$ cat src/rtl/hazard_pkg.sv
// Shared encodings for the pipeline hazard controller and its mul/div sequencer.
package hazard_pkg;

  localparam logic [1:0] FWD_REG = 2'b00;
  localparam logic [1:0] FWD_WB  = 2'b01;
  localparam logic [1:0] FWD_MEM = 2'b10;

  localparam logic [1:0] RESULT_SRC_LOAD = 2'b01;

  typedef enum logic {MD_IDLE, MD_BUSY} md_state_t;

endpackage

$ cat src/rtl/md_sequencer.sv
// Fixed-latency mul/div sequencer: stalls for MD_LATENCY-1 cycles, then pulses MdDone.
// Stall and done are decoded from state so the first stall cycle coincides with MdStartE.
module md_sequencer
  import hazard_pkg::*;
#(
  parameter int MD_LATENCY = 4,
  parameter int CNT_WIDTH  = 3
) (
  input  logic clk,
  input  logic rst_n,
  input  logic MdStartE,
  output logic mdStall,
  output logic MdBusy,
  output logic MdDone
);

  localparam bit MULTI = (MD_LATENCY > 1);
  localparam logic [CNT_WIDTH-1:0] CNT_LOAD = MULTI ? CNT_WIDTH'(MD_LATENCY - 2) : '0;

  md_state_t             state;
  logic [CNT_WIDTH-1:0]  cnt;

  always_ff @(posedge clk or negedge rst_n) begin
    if (!rst_n) begin
      state <= MD_IDLE;
      cnt   <= '0;
    end else begin
      case (state)
        MD_IDLE: begin
          if (MdStartE && MULTI) begin
            state <= MD_BUSY;
            cnt   <= CNT_LOAD;
          end
        end
        MD_BUSY: begin
          if (cnt == '0) state <= MD_IDLE;
          else           cnt   <= cnt - 1'b1;
        end
        default: state <= MD_IDLE;
      endcase
    end
  end

  // Outputs are forced low while reset is held, even if MdStartE is asserted.
  always_comb begin
    mdStall = 1'b0;
    MdDone  = 1'b0;
    if (rst_n) begin
      if (state == MD_IDLE) begin
        mdStall = MdStartE && MULTI;
        MdDone  = MdStartE && !MULTI;
      end else begin
        mdStall = (cnt != '0);
        MdDone  = (cnt == '0);
      end
    end
    MdBusy = rst_n && ((state == MD_BUSY) || mdStall);
  end

endmodule

$ cat src/rtl/hazard_controller.sv
// Forwarding, load-use, branch-flush and mul/div stall control for the 5-stage pipe.
// Optional HAZARD_PERF_EN adds saturating stall-cycle and flush counters.
module hazard_controller
  import hazard_pkg::*;
#(
  parameter int REG_FILE_ADDRESS_WIDTH = 5,
  parameter int MD_LATENCY             = 4,
  parameter int CNT_WIDTH              = 3
) (
  input  logic                              clk,
  input  logic                              rst_n,
  input  logic [REG_FILE_ADDRESS_WIDTH-1:0] Rs1D,
  input  logic [REG_FILE_ADDRESS_WIDTH-1:0] Rs2D,
  input  logic [REG_FILE_ADDRESS_WIDTH-1:0] Rs1E,
  input  logic [REG_FILE_ADDRESS_WIDTH-1:0] Rs2E,
  input  logic [REG_FILE_ADDRESS_WIDTH-1:0] RdE,
  input  logic [REG_FILE_ADDRESS_WIDTH-1:0] RdM,
  input  logic [REG_FILE_ADDRESS_WIDTH-1:0] RdW,
  input  logic                              RegWriteM,
  input  logic                              RegWriteW,
  input  logic [1:0]                        ResultSrcE,
  input  logic                              PCSrcE,
  input  logic                              MdStartE,
  output logic [1:0]                        ForwardAE,
  output logic [1:0]                        ForwardBE,
  output logic                              StallF,
  output logic                              StallD,
  output logic                              StallE,
  output logic                              FlushD,
  output logic                              FlushE,
  output logic                              FlushM,
  output logic                              MdBusy,
  output logic                              MdDone
`ifdef HAZARD_PERF_EN
  ,
  output logic [31:0]                       StallCycles,
  output logic [31:0]                       FlushCount
`endif
);

  logic mdStall;
  logic lwStall;
  logic pcFlush;

  md_sequencer #(
    .MD_LATENCY (MD_LATENCY),
    .CNT_WIDTH  (CNT_WIDTH)
  ) u_md (
    .clk      (clk),
    .rst_n    (rst_n),
    .MdStartE (MdStartE),
    .mdStall  (mdStall),
    .MdBusy   (MdBusy),
    .MdDone   (MdDone)
  );

  function automatic logic [1:0] fwd_sel(input logic [REG_FILE_ADDRESS_WIDTH-1:0] rs);
    if (RegWriteM && RdM != '0 && RdM == rs)      return FWD_MEM;
    else if (RegWriteW && RdW != '0 && RdW == rs) return FWD_WB;
    else                                          return FWD_REG;
  endfunction

  // A mul/div in execute owns the pipe: a coincident PCSrcE is an illegal encoding and is masked.
  always_comb begin
    lwStall   = (ResultSrcE == RESULT_SRC_LOAD) && (RdE != '0) && (RdE == Rs1D || RdE == Rs2D);
    pcFlush   = PCSrcE && !MdStartE && !mdStall;
    ForwardAE = FWD_REG;
    ForwardBE = FWD_REG;
    StallF    = 1'b0;
    StallD    = 1'b0;
    StallE    = 1'b0;
    FlushD    = 1'b0;
    FlushE    = 1'b0;
    FlushM    = 1'b0;
    if (rst_n) begin
      ForwardAE = fwd_sel(Rs1E);
      ForwardBE = fwd_sel(Rs2E);
      StallF    = lwStall || mdStall;
      StallD    = lwStall || mdStall;
      StallE    = mdStall;
      FlushD    = pcFlush;
      FlushE    = (lwStall || pcFlush) && !mdStall;
      FlushM    = mdStall;
    end
  end

`ifdef HAZARD_PERF_EN
  always_ff @(posedge clk or negedge rst_n) begin
    if (!rst_n) begin
      StallCycles <= '0;
      FlushCount  <= '0;
    end else begin
      if (StallF && StallCycles != '1)                       StallCycles <= StallCycles + 1'b1;
      if ((FlushD || FlushE || FlushM) && FlushCount != '1) FlushCount  <= FlushCount + 1'b1;
    end
  end
`endif

endmodule

$ cat config.mk
export PLATFORM = sky130hd
export DESIGN_NAME = hazard_controller
export DESIGN_NICKNAME = d
export VERILOG_FILES = /design/src/rtl/hazard_pkg.sv /design/src/rtl/md_sequencer.sv /design/src/rtl/hazard_controller.sv
export SDC_FILE = /design/constraint.sdc
export NUM_CORES = 1
export LEC_CHECK = 0
export CAP_MARGIN = 20
export CORE_ASPECT_RATIO = 0.8
export CORE_MARGIN = 8
export CORE_UTILIZATION = 36
export CTS_BUF_LIST = sky130_fd_sc_hd__clkbuf_4 sky130_fd_sc_hd__clkbuf_8
export DETAILED_ROUTE_END_ITERATION = 8
export PLACE_DENSITY = 0.88
export SYNTH_ARGS = -nofsm -noshare
export SYNTH_HDL_FRONTEND = slang
export SYNTH_SLANG_ARGS = --single-unit
$ cat constraint.sdc
create_clock -name clk -period 5.3 [get_ports clk]
set_input_delay 1.59 -clock clk [delete_from_list [all_inputs] [get_ports clk]]
set_output_delay 1.59 -clock clk [all_outputs]
set_load 0.005 [all_outputs]
==> Word-level counts from Yosys, hierarchy flattened <==
Cells that the tools add are included.
{ "classes": {"add_sub_neg": 1, "eq_ne": 9, "n_mux": 20, "bitwise_logic": 1, "reduce_logical": 24} }
{ "op_table": {"columns": ["operator", "count"], "rows": [
  ["5-bit equality test", 6],
  ["5-bit nonzero test", 3],
  ["1-bit logical AND", 12],
  ["1-bit 2-to-1 mux", 12],
  ["2-bit 2-to-1 mux", 4],
  ["3-bit 2-to-1 mux", 2],
  ["3-bit one-hot mux with 2 select lines", 1],
  ["1-bit logical OR", 4],
  ["2-bit inequality test (second input constant)", 2],
  ["3-bit zero test", 1],
  ["3-bit nonzero test", 1],
  ["3-bit by 1-bit subtractor with 3-bit output (second input constant)", 1],
  ["2-bit by 1-bit equality test with 1-bit output (second input constant)", 1],
  ["1-bit zero test", 2],
  ["1-bit one-hot mux with 2 select lines", 1],
  ["2-bit AND reduction", 1],
  ["1-bit NOT", 1]
]} }
{ "totals": {"reg_bits": 4, "input_bits": 43, "output_inout_bits": 12, "wordCells": 57} }

==> Longest topological paths before layout <==
Gate-level depths: netlist of the first run.
{ "logic_depth": {"depth_word": 8, "mapped_depth": 6, "mapped_depth_nobuf": 6} }

==> Cells and area by module <==
Synthesis of the first run repeated with hierarchy kept, for this count alone.
{ "unflattened": {"cells_unflattened": 85, "hier_area_um2": 706.9} }
{ "modules_own_cells": {"columns": ["mod", "n_inst", "cells_per_inst", "area_per_inst_um2", "seq_area_each_um2"], "rows": [
  ["hazard_controller", 1, 60, 467.9, 0.0],
  ["md_sequencer", 1, 25, 239.0, 100.1]
]} }

==> Worst setup path before layout of the first run <==
Ideal clock, no wire load.
{ "synth_timing": {"path_type": "input to output", "from": "input RdM[1]", "to": "output ForwardAE[0]", "arrival_time_ns": 2.612, "required_ns": 3.710, "path_slack_ns": 1.098, "stages": 4, "path_buffers": 0, "cell_sequence": "or4_1 o21ai_2 nor4_1 nor4_2"} }
{ "synth_via": {"elab_chain_cells": 5, "elab_cells_between_ends": 6, "cone_classes": "eq/ne (1); mux (2); reduce/logical (3)"} }
{ "synth_rtl": {"columns": ["element", "line_no", "rtl"], "rows": [
  ["from (decl)", "hazard_controller.sv:17", "input logic [REG_FILE_ADDRESS_WIDTH-1:0] RdM,"],
  ["5-bit nonzero test", "hazard_controller.sv:58", "if (RegWriteM && RdM != '0 && RdM == rs) return FWD_MEM;"],
  ["1-bit logical AND", "hazard_controller.sv:58", null],
  ["1-bit logical AND (*)", "hazard_controller.sv:58", null],
  ["2-bit 2-to-1 mux (*)", "hazard_controller.sv:58", null],
  ["2-bit 2-to-1 mux (*)", "hazard_controller.sv:75", "if (rst_n) begin"],
  ["to (decl)", "hazard_controller.sv:24", "output logic [1:0] ForwardAE,"]
]} }
Every way passes the cells marked *; elsewhere a longest branch is shown, timed or not.

==> Final worst setup path of the first run <==
Ends and elaborated chain as after synthesis.

==> metrics.txt, run 1 <==
initial antenna violation count 0; Final Hold Viols 0; DRC violations left 0; Setup crit end kind primary output; reg2reg setup slack a little under 4 ns; syn_nets 128; ys flop type dfrtp_1; CP Max Fanout 2; Worst-Margin Slew between 0.5 and 0.6 ns; sw power 0.0948 mW; reg2reg path depth 6; placeable core area 1820 µm²; setup_tns 0 ns; Clock Tree Buf Depth 2; number of max-slew violations in the final report 0; post-route minimum period 5.19 ns; # rows 14; CTS H-Tree Depth 1; layout cells sized above 1 between 10% and 20%; die width 64.5 µm; global-route wire length before repair 4060 µm; setup bufs post-CTS 0; internal power 0.162 mW; most frequent cells in the layout 53 x clkdlybuf4s50_1, 24 x xor2_1, 7 x buf_4; CTS sink cnt 4; Net count, final approximately 190; All-Layer GR Usage 14.2%; placed insts ~170; total congestion overflow 0; post-cts sizing count 0; Hold Path Class reg2reg; Worst-Skew Late Latency about 0.24 ns; drt total wl between 2000 and 2500 µm; commonest non-fill, non-tap cell in the layout clkdlybuf4s50_1; max cap viols 0; crit path capture ForwardAE[0]; Post-synth EDFFs 0; vias approximately 820; post-synth cell types 26; final setup violation count 0; Critical Path RT between 3 and 4 ns; initial core utilization a little under two fifths; full die area approximately 3500 µm²; placed wire-length estimate 2320 µm; number of global-route vias before repair 989; status finished, final reports clean; number of hold buffers added after cts 0; Finished Layout Cells ~170; RSZ-0062 raised after global routing no; YS warnings 0; Cells after Synth 83; vias per inst between 4 and 5; R2R Path End u_md.cnt[2]$_DFFE_PN0P_; DR iter-0 viols 8; Port-buffer cells between 50 and 60; # diodes 0; CTS tree yes; Lkg Pwr around 0.54 nW; largest net degree at the start of global routing 12; RD Place Congestion around 0.8; Critical Path Source RdM[1]; register bit total from synthesis 4; Area growth, synth to finish 93.4%; clk slew on worst S/H paths approximately 0.03 ns; Max IR drop VDD between 150 and 200 µV; Flop pwr share 21.2%; Mean Syn Cell Area slightly above 8 µm²; ys async rst share 100%; Final period util a little over nine tenths; Startpoint Class primary input; combinational cell fraction of total power between 60 and 70%; Mapped Area ~680 µm²; Peak Freq ~190 MHz; root buffer cell clkbuf_4; crit path DAT approximately 3.6 ns; sequential fraction of the synthesis area 14.8%; Wirelength per Cell about 15 µm; pwr/cell area roughly 200 nW/µm²; Routed Antenna Nets 0; Worst Clk Skew between 0.009 and 0.01 ns; DRT Pass-1 Iters 4; worst r2r src u_md.cnt[0]$_DFFE_PN0P_; hold wc startpoint u_md.cnt[1]$_DFFE_PN0P_; Chip Height between 50 and 60 µm; Num CTS Buffers 3; crit path kind in2out; Util after Layout 72.0%; IO Pins 55; Slew Limit Headroom 65.7%; clock power share 14.8%; Sw Ratio between 30% and 40%
## cells by family after synthesis
group,share of synthesized area [%]
DFF,14.8
xor gates and xnor gates,38.7
AOI/OAI and AO/OA,10.1
buffers and inverters,4.43
adders and majority gates,3.69
and+or+nand+nor,28.2
## critical path, stage by stage
cell,delay (ns)
clkdlybuf4s50_1,0.42
or4_1,0.54
o21ai_2,0.16
nor4_1,0.10
nor4_2,0.26
clkdlybuf4s50_1,0.54
## synthesized netlist by cell type, drive strengths merged, types with 2 or more instances
library cell | number | area, µm²
xor2 | 24 | 210
xnor2 | 6 | 52.6
nor2 | 5 | 18.8
or4 | 5 | 37.5
dfrtp | 4 | 100
inv | 4 | 15.0
nand2 | 4 | 15.0
nor4 | 4 | 37.5
nand3 | 3 | 15.0
nor3 | 3 | 15.0
o21ai | 3 | 18.8
a31oi | 2 | 12.5
and2 | 2 | 15.0
buf | 2 | 15.0
ha | 2 | 25.0
o31ai | 2 | 15.0
## sequential cells by signal (all words and copies together), names as in the netlist
register / count
u_md.state: 1
u_md.cnt: 3
## through the flow
stage                     hold slack (ns)  setup slack, ns  total power, mW  area [µm²]
after global routing                0.627          0.00515            0.282        1310
after CTS                           0.563           0.0964            0.259        1310
after global placement              0.539            0.147            0.211        1290
after detailed placement            0.563           0.0974            0.220        1290
final                               0.562            0.113            0.257        1310
after floorplan                     0.519             1.10            0.135         678
## worst min path at each step
stage | endpoint | cells after the start
after floorplan | u_md.cnt[1]$_DFFE_PN0P_ | 2
after global placement | u_md.cnt[1]$_DFFE_PN0P_ | 2
after detailed placement | u_md.cnt[1]$_DFFE_PN0P_ | 2
after CTS | u_md.cnt[1]$_DFFE_PN0P_ | 2
after global routing | u_md.cnt[1]$_DFFE_PN0P_ | 2
final | u_md.cnt[1]$_DFFE_PN0P_ | 2
## power by group through the flow
stage	combinational (mW)	sequential [mW]	clock, mW
detailed placement	0.165	0.0543	0
floorplan	0.0832	0.0522	0
CTS	0.166	0.0539	0.0390
finish	0.165	0.0544	0.0381
global placement	0.158	0.0536	0
global route	0.185	0.0566	0.0408
## layer usage
layer | wire length (µm) | part of all wire, % | GRT usage, %
met1 | 949 | 38 | 13.6
met2 | 1430 | 57 | 31.3
met3 | 114 | 4.6 | 3.48
met4 | 0 | 0 | 1.08
met5 | 0 | 0 | 0
## final cells by class
| type | instances | area (µm²) |
|---|---|---|
| Fill cell | 149 | 510 |
| Sequential cell | 4 | 100 |
| Inverter | 4 | 15.0 |
| Timing Repair Buffer | 61 | 596 |
| Tap cell | 24 | 30.0 |
| Clock buffer | 3 | 22.5 |
| Multi-Input combinational cell | 73 | 548 |
Power figures use the tool's default switching activity.
==> inputs of run 2 (changes only) <==
- CORE_AREA: default -> 8 8 45 47
- CORE_ASPECT_RATIO: 0.8 -> default
- CORE_MARGIN: 8 -> default
- CORE_UTILIZATION: 36 -> default
- DIE_AREA: default -> 0 0 53 55
- DONT_BUFFER_PORTS: default -> 1
- PLACE_DENSITY: 0.88 -> 0.66
- SKIP_LAST_GASP: default -> 1
==> metrics.txt, run 2 (same netlist as run 1, synthesis figures left out) <==
status finished, final reports clean; number of hold buffers added after cts 0; Final period util between 80% and 90%; crit path DAT about 2.7 ns; Wirelength per Cell 18.3 µm; Setup crit end kind primary output; post-route minimum period around 4.3 ns; reg2reg path depth 6; pwr/cell area about 260 nW/µm²; CTS sink cnt 4; RSZ-0062 raised after global routing no; DRC violations left 0; root buffer cell clkbuf_4; Largest regs u_md.cnt x3, u_md.state x1; RD Place Congestion between 0.8 and 0.9; layout cells sized above 1 ~11%; crit path capture ForwardBE[0]; vias slightly above 600; final setup violation count 0; Hold Crit Depth 2; # rows 14; Net count, final about 130; full die area 2920 µm²; CP Max Fanout 3; # diodes 0; buffers and inverters on the worst path 0; Lkg Pwr about 0.28 nW; Crit path max-delay family simple AND/OR/NAND/NOR gates; Worst-Skew Late Latency ~0.23 ns; All-Layer GR Usage between 10% and 20%; placeable core area about 1400 µm²; post-cts sizing count 0; Critical Path RT 3.71 ns; commonest non-fill, non-tap cell in the layout xor2_1; vias per inst about 6.1; max FFs per register 3; die width about 53 µm; Clock Tree Buf Depth 2; Max IR drop VDD between 200 and 250 µV; Num CTS Buffers 3; Pwr Total between 0.15 and 0.2 mW; largest net degree at the start of global routing 13; number of global-route vias before repair 640; area of the multi-input gates 548 µm²; CTS tree yes; max cap viols 0; drt total wl roughly 1800 µm; crit path kind in2out; Area growth, synth to finish 4.06%; placed wire-length estimate 1620 µm; reg2reg setup slack ~3.9 ns; cell count along the critical path 4; setup bufs post-CTS 0; Worst-Margin Slew between 0.5 and 0.6 ns; Peak Freq about 230 MHz; Routed Antenna Nets 0; Hold Path Class reg2reg; design area 706 µm²; R2R Path End u_md.cnt[2]$_DFFE_PN0P_; fill count about 140; total congestion overflow 0; initial core utilization 49.0%; worst r2r src u_md.cnt[1]$_DFFE_PN0P_; Post-DP Area around 680 µm²; most frequent cells in the layout 24 x xor2_1, 6 x xnor2_1, 5 x or4_1, 5 x nor2_1; initial antenna violation count 0; Slew Limit Headroom about three fifths; setup_tns 0 ns; CTS H-Tree Depth 1; Critical Path Source RdM[1]; number of max-slew violations in the final report 0; Register Area between 100 and 150 µm²; IO Pins 55; crit path cell chain or4_1 > o21ai_2 > nor4_1 > nor4_2; Worst Clk Skew roughly 0.0033 ns; max incr delay on CP 0.52 ns; clk slew on worst S/H paths about 0.04 ns; global-route wire length before repair 2820 µm; Port-buffer cells 0; Crit-path slowest cell or4_1; DR iter-0 viols 5; Most flops, register u_md.cnt; Startpoint Class primary input; DRT Pass-1 Iters 4; Chip Height between 50 and 60 µm; fin worst setup slack approximately 1.0 ns; pre-CTS WS around 1 ns; Final Hold Viols 0
==> run 2: how the worst min path moves through the flow <==
stage / from / slack (ns) / to
finish: u_md.cnt[1]$_DFFE_PN0P_ / 0.57 / u_md.cnt[1]$_DFFE_PN0P_
global route: u_md.cnt[0]$_DFFE_PN0P_ / 0.61 / u_md.cnt[0]$_DFFE_PN0P_
CTS: u_md.cnt[1]$_DFFE_PN0P_ / 0.56 / u_md.cnt[1]$_DFFE_PN0P_
detailed placement: u_md.cnt[1]$_DFFE_PN0P_ / 0.55 / u_md.cnt[1]$_DFFE_PN0P_
global placement: u_md.cnt[1]$_DFFE_PN0P_ / 0.55 / u_md.cnt[1]$_DFFE_PN0P_
floorplan: u_md.cnt[1]$_DFFE_PN0P_ / 0.52 / u_md.cnt[1]$_DFFE_PN0P_
==> run 2: worst reg2reg max path: cells and delay by family (launching register included) <==
kind	cells	cell delay (ns)
DFF	1	0.34
and+or+nand+nor	2	0.51
AOI/OAI and AO/OA	2	0.17
buffers and inverters	1	0.07
adders and majority gates	1	0.22
==> run 2: final cells by class <==
type	count	share of cell area (%)
multi-input combinational	73	77.7
tap	16	2.84
inverter	4	2.13
clock buffer	3	3.19
sequential	4	14.2
==> run 2: power breakdown <==
part	total, mW	internal, mW	switching (mW)
sequential	0.0545	0.0454	0.00910
clock	0.0352	0.0252	0.0101
combinational	0.0960	0.0408	0.0552
==> run 2: routing by layer <==
layer / global-route usage, % / share of wire (%) / vias up
met1: 11.8 / 34 / 274
met4: 4.74 / 0 / 0
met2: 22.1 / 49 / 36
li1: - / - / 295
met3: 5.88 / 17 / 0
met5: 0 / 0 / -
==> run 2: through the flow <==
step                      hold WS, ns  std cells  util (%)
after detailed placement        0.553         97      49.4
final                           0.566        100      51.0
after floorplan                 0.519         83         -
after global placement          0.548         97      49.4
after global routing            0.614        100      51.0
after CTS                       0.558        100      51.0
==> inputs of run 3 (changes only) <==
- clock period: 5.3 -> 4.1 ns (I/O delays scaled with it)
==> metrics.txt, run 3 (same netlist as run 1, synthesis figures left out) <==
status finished, final reports clean; crit path kind in2out; fill count roughly 130; CP Max Fanout 3; IO Pins between 50 and 60; number of max-slew violations in the final report 0; combinational cell fraction of total power 51.3%; number of global-route vias before repair 665; # diodes 0; setup_tns 0 ns; clk slew on worst S/H paths ~0.040 ns; Area growth, synth to finish 4.06%; met2 Use GR between 20% and 30%; R2R Path End u_md.cnt[2]$_DFFE_PN0P_; clock power share approximately 20%; Slew Limit Headroom 60.6%; sw power between 0.09 and 0.1 mW; pwr/cell area 340 nW/µm²; global-route wire length before repair ~2900 µm; placeable core area around 1400 µm²; Worst-Skew Late Latency 0.23 ns; Critical Path RT about 2.9 ns; RSZ-0062 raised after global routing no; drt total wl ~1900 µm; All-Layer GR Usage between 10 and 15%; hold wc startpoint u_md.cnt[1]$_DFFE_PN0P_; crit path DAT between 2 and 2.5 ns; internal power 0.144 mW; vias ~600; post-cts sizing count 0; met3 Usage GRT between 5 and 6%; DRT Pass-1 Iters 4; Wirelength per Cell approximately 19 µm; Worst-Margin Slew 0.586 ns; Clock Tree Buf Depth 2; Most flops, register u_md.cnt; CTS sink cnt 4; CTS H-Tree Depth 1; largest net degree at the start of global routing 13; total congestion overflow 0; Startpoint Class primary input; vias per inst 5.95; final setup violation count 0; max FFs per register 3; Register Area between 100 and 150 µm²; number of hold buffers added after cts 0; Routed Antenna Nets 0; Largest regs u_md.cnt x3, u_md.state x1; Setup crit end kind primary output; placed wire-length estimate about 1600 µm; commonest non-fill, non-tap cell in the layout xor2_1; setup bufs post-CTS 0; RD Place Congestion 0.854; initial antenna violation count 0; Max IR drop VDD between 200 and 250 µV; Lkg Pwr 0.276 nW; Sw Ratio 40.0%; met1 usage about an eighth; # rows 14; GR peak layer met2; Chip Height around 55 µm; initial core utilization 49.0%; root buffer cell clkbuf_4; CTS tree yes; Net count, final 131; DR iter-0 viols 4; Worst Clk Skew around 0.0021 ns; Num CTS Buffers 3; Hold Path Class reg2reg; die width 53 µm; Hold Crit Depth 2; full die area about 3000 µm²; Final Hold Viols 0; reg2reg path depth 6; DRC violations left 0; Final period util 86.9%; hold slack final approximately 0.56 ns; layout cells sized above 1 10.7%; post-route minimum period 3.56 ns; most frequent cells in the layout 24 x xor2_1, 6 x xnor2_1, 5 x or4_1, 5 x nor2_1; Peak Freq between 200 and 300 MHz; Port-buffer cells 0; Hold Path Sink u_md.cnt[1]$_DFFE_PN0P_; reg2reg setup slack between 2 and 3 ns; Flop pwr share around 29%; max cap viols 0; area of the multi-input gates roughly 550 µm²; worst r2r src u_md.cnt[1]$_DFFE_PN0P_
run 3: layout make-up:
cell class	instances	area share (%)
sequential	4	14.2
inverter	4	2.13
clock buffer	3	3.19
tap	16	2.84
multi-input combinational	73	77.7
run 3: stage by stage:
stage / cells / util [%] / area [µm²] / setup WS (ns) / power, mW
after floorplan: 83 / - / 678 / 0.618 / 0.175
after global placement: 97 / 49.4 / 683 / 0.529 / 0.188
after detailed placement: 97 / 49.4 / 683 / 0.514 / 0.193
after CTS: 100 / 51.0 / 706 / 0.511 / 0.242
after global routing: 100 / 51.0 / 706 / 0.465 / 0.264
final: 100 / 51.0 / 706 / 0.536 / 0.240
run 3: power by group through the flow:
stage	clock network [mW]	registers [mW]	logic (mW)
after global placement	0	0.0692	0.118
after CTS	0.0489	0.0691	0.124
after floorplan	0	0.0675	0.108
after global routing	0.0489	0.0719	0.143
after detailed placement	0	0.0696	0.124
final	0.0467	0.0699	0.123
run 3: how the worst max path moves through the flow:
stage,start,to,slack (ns),depth (start not counted)
detailed placement,RdM[1],ForwardBE[0],0.51,4
global route,RdM[1],ForwardBE[0],0.47,4
finish,RdM[1],ForwardBE[0],0.54,4
floorplan,RdM[1],ForwardAE[0],0.62,4
CTS,RdM[1],ForwardBE[0],0.51,4
global placement,RdM[1],ForwardBE[0],0.53,4
run 3: worst max-delay path: stages:
cell and delay (ns):
or4_1 0.53, o21ai_2 0.16, nor4_1 0.09, nor4_2 0.32
run 3: metal layers:
layer	vias up	part of all wire, %
li1	292	-
met5	-	0
met1	269	34
met3	0	16
met2	34	50
met4	0	0
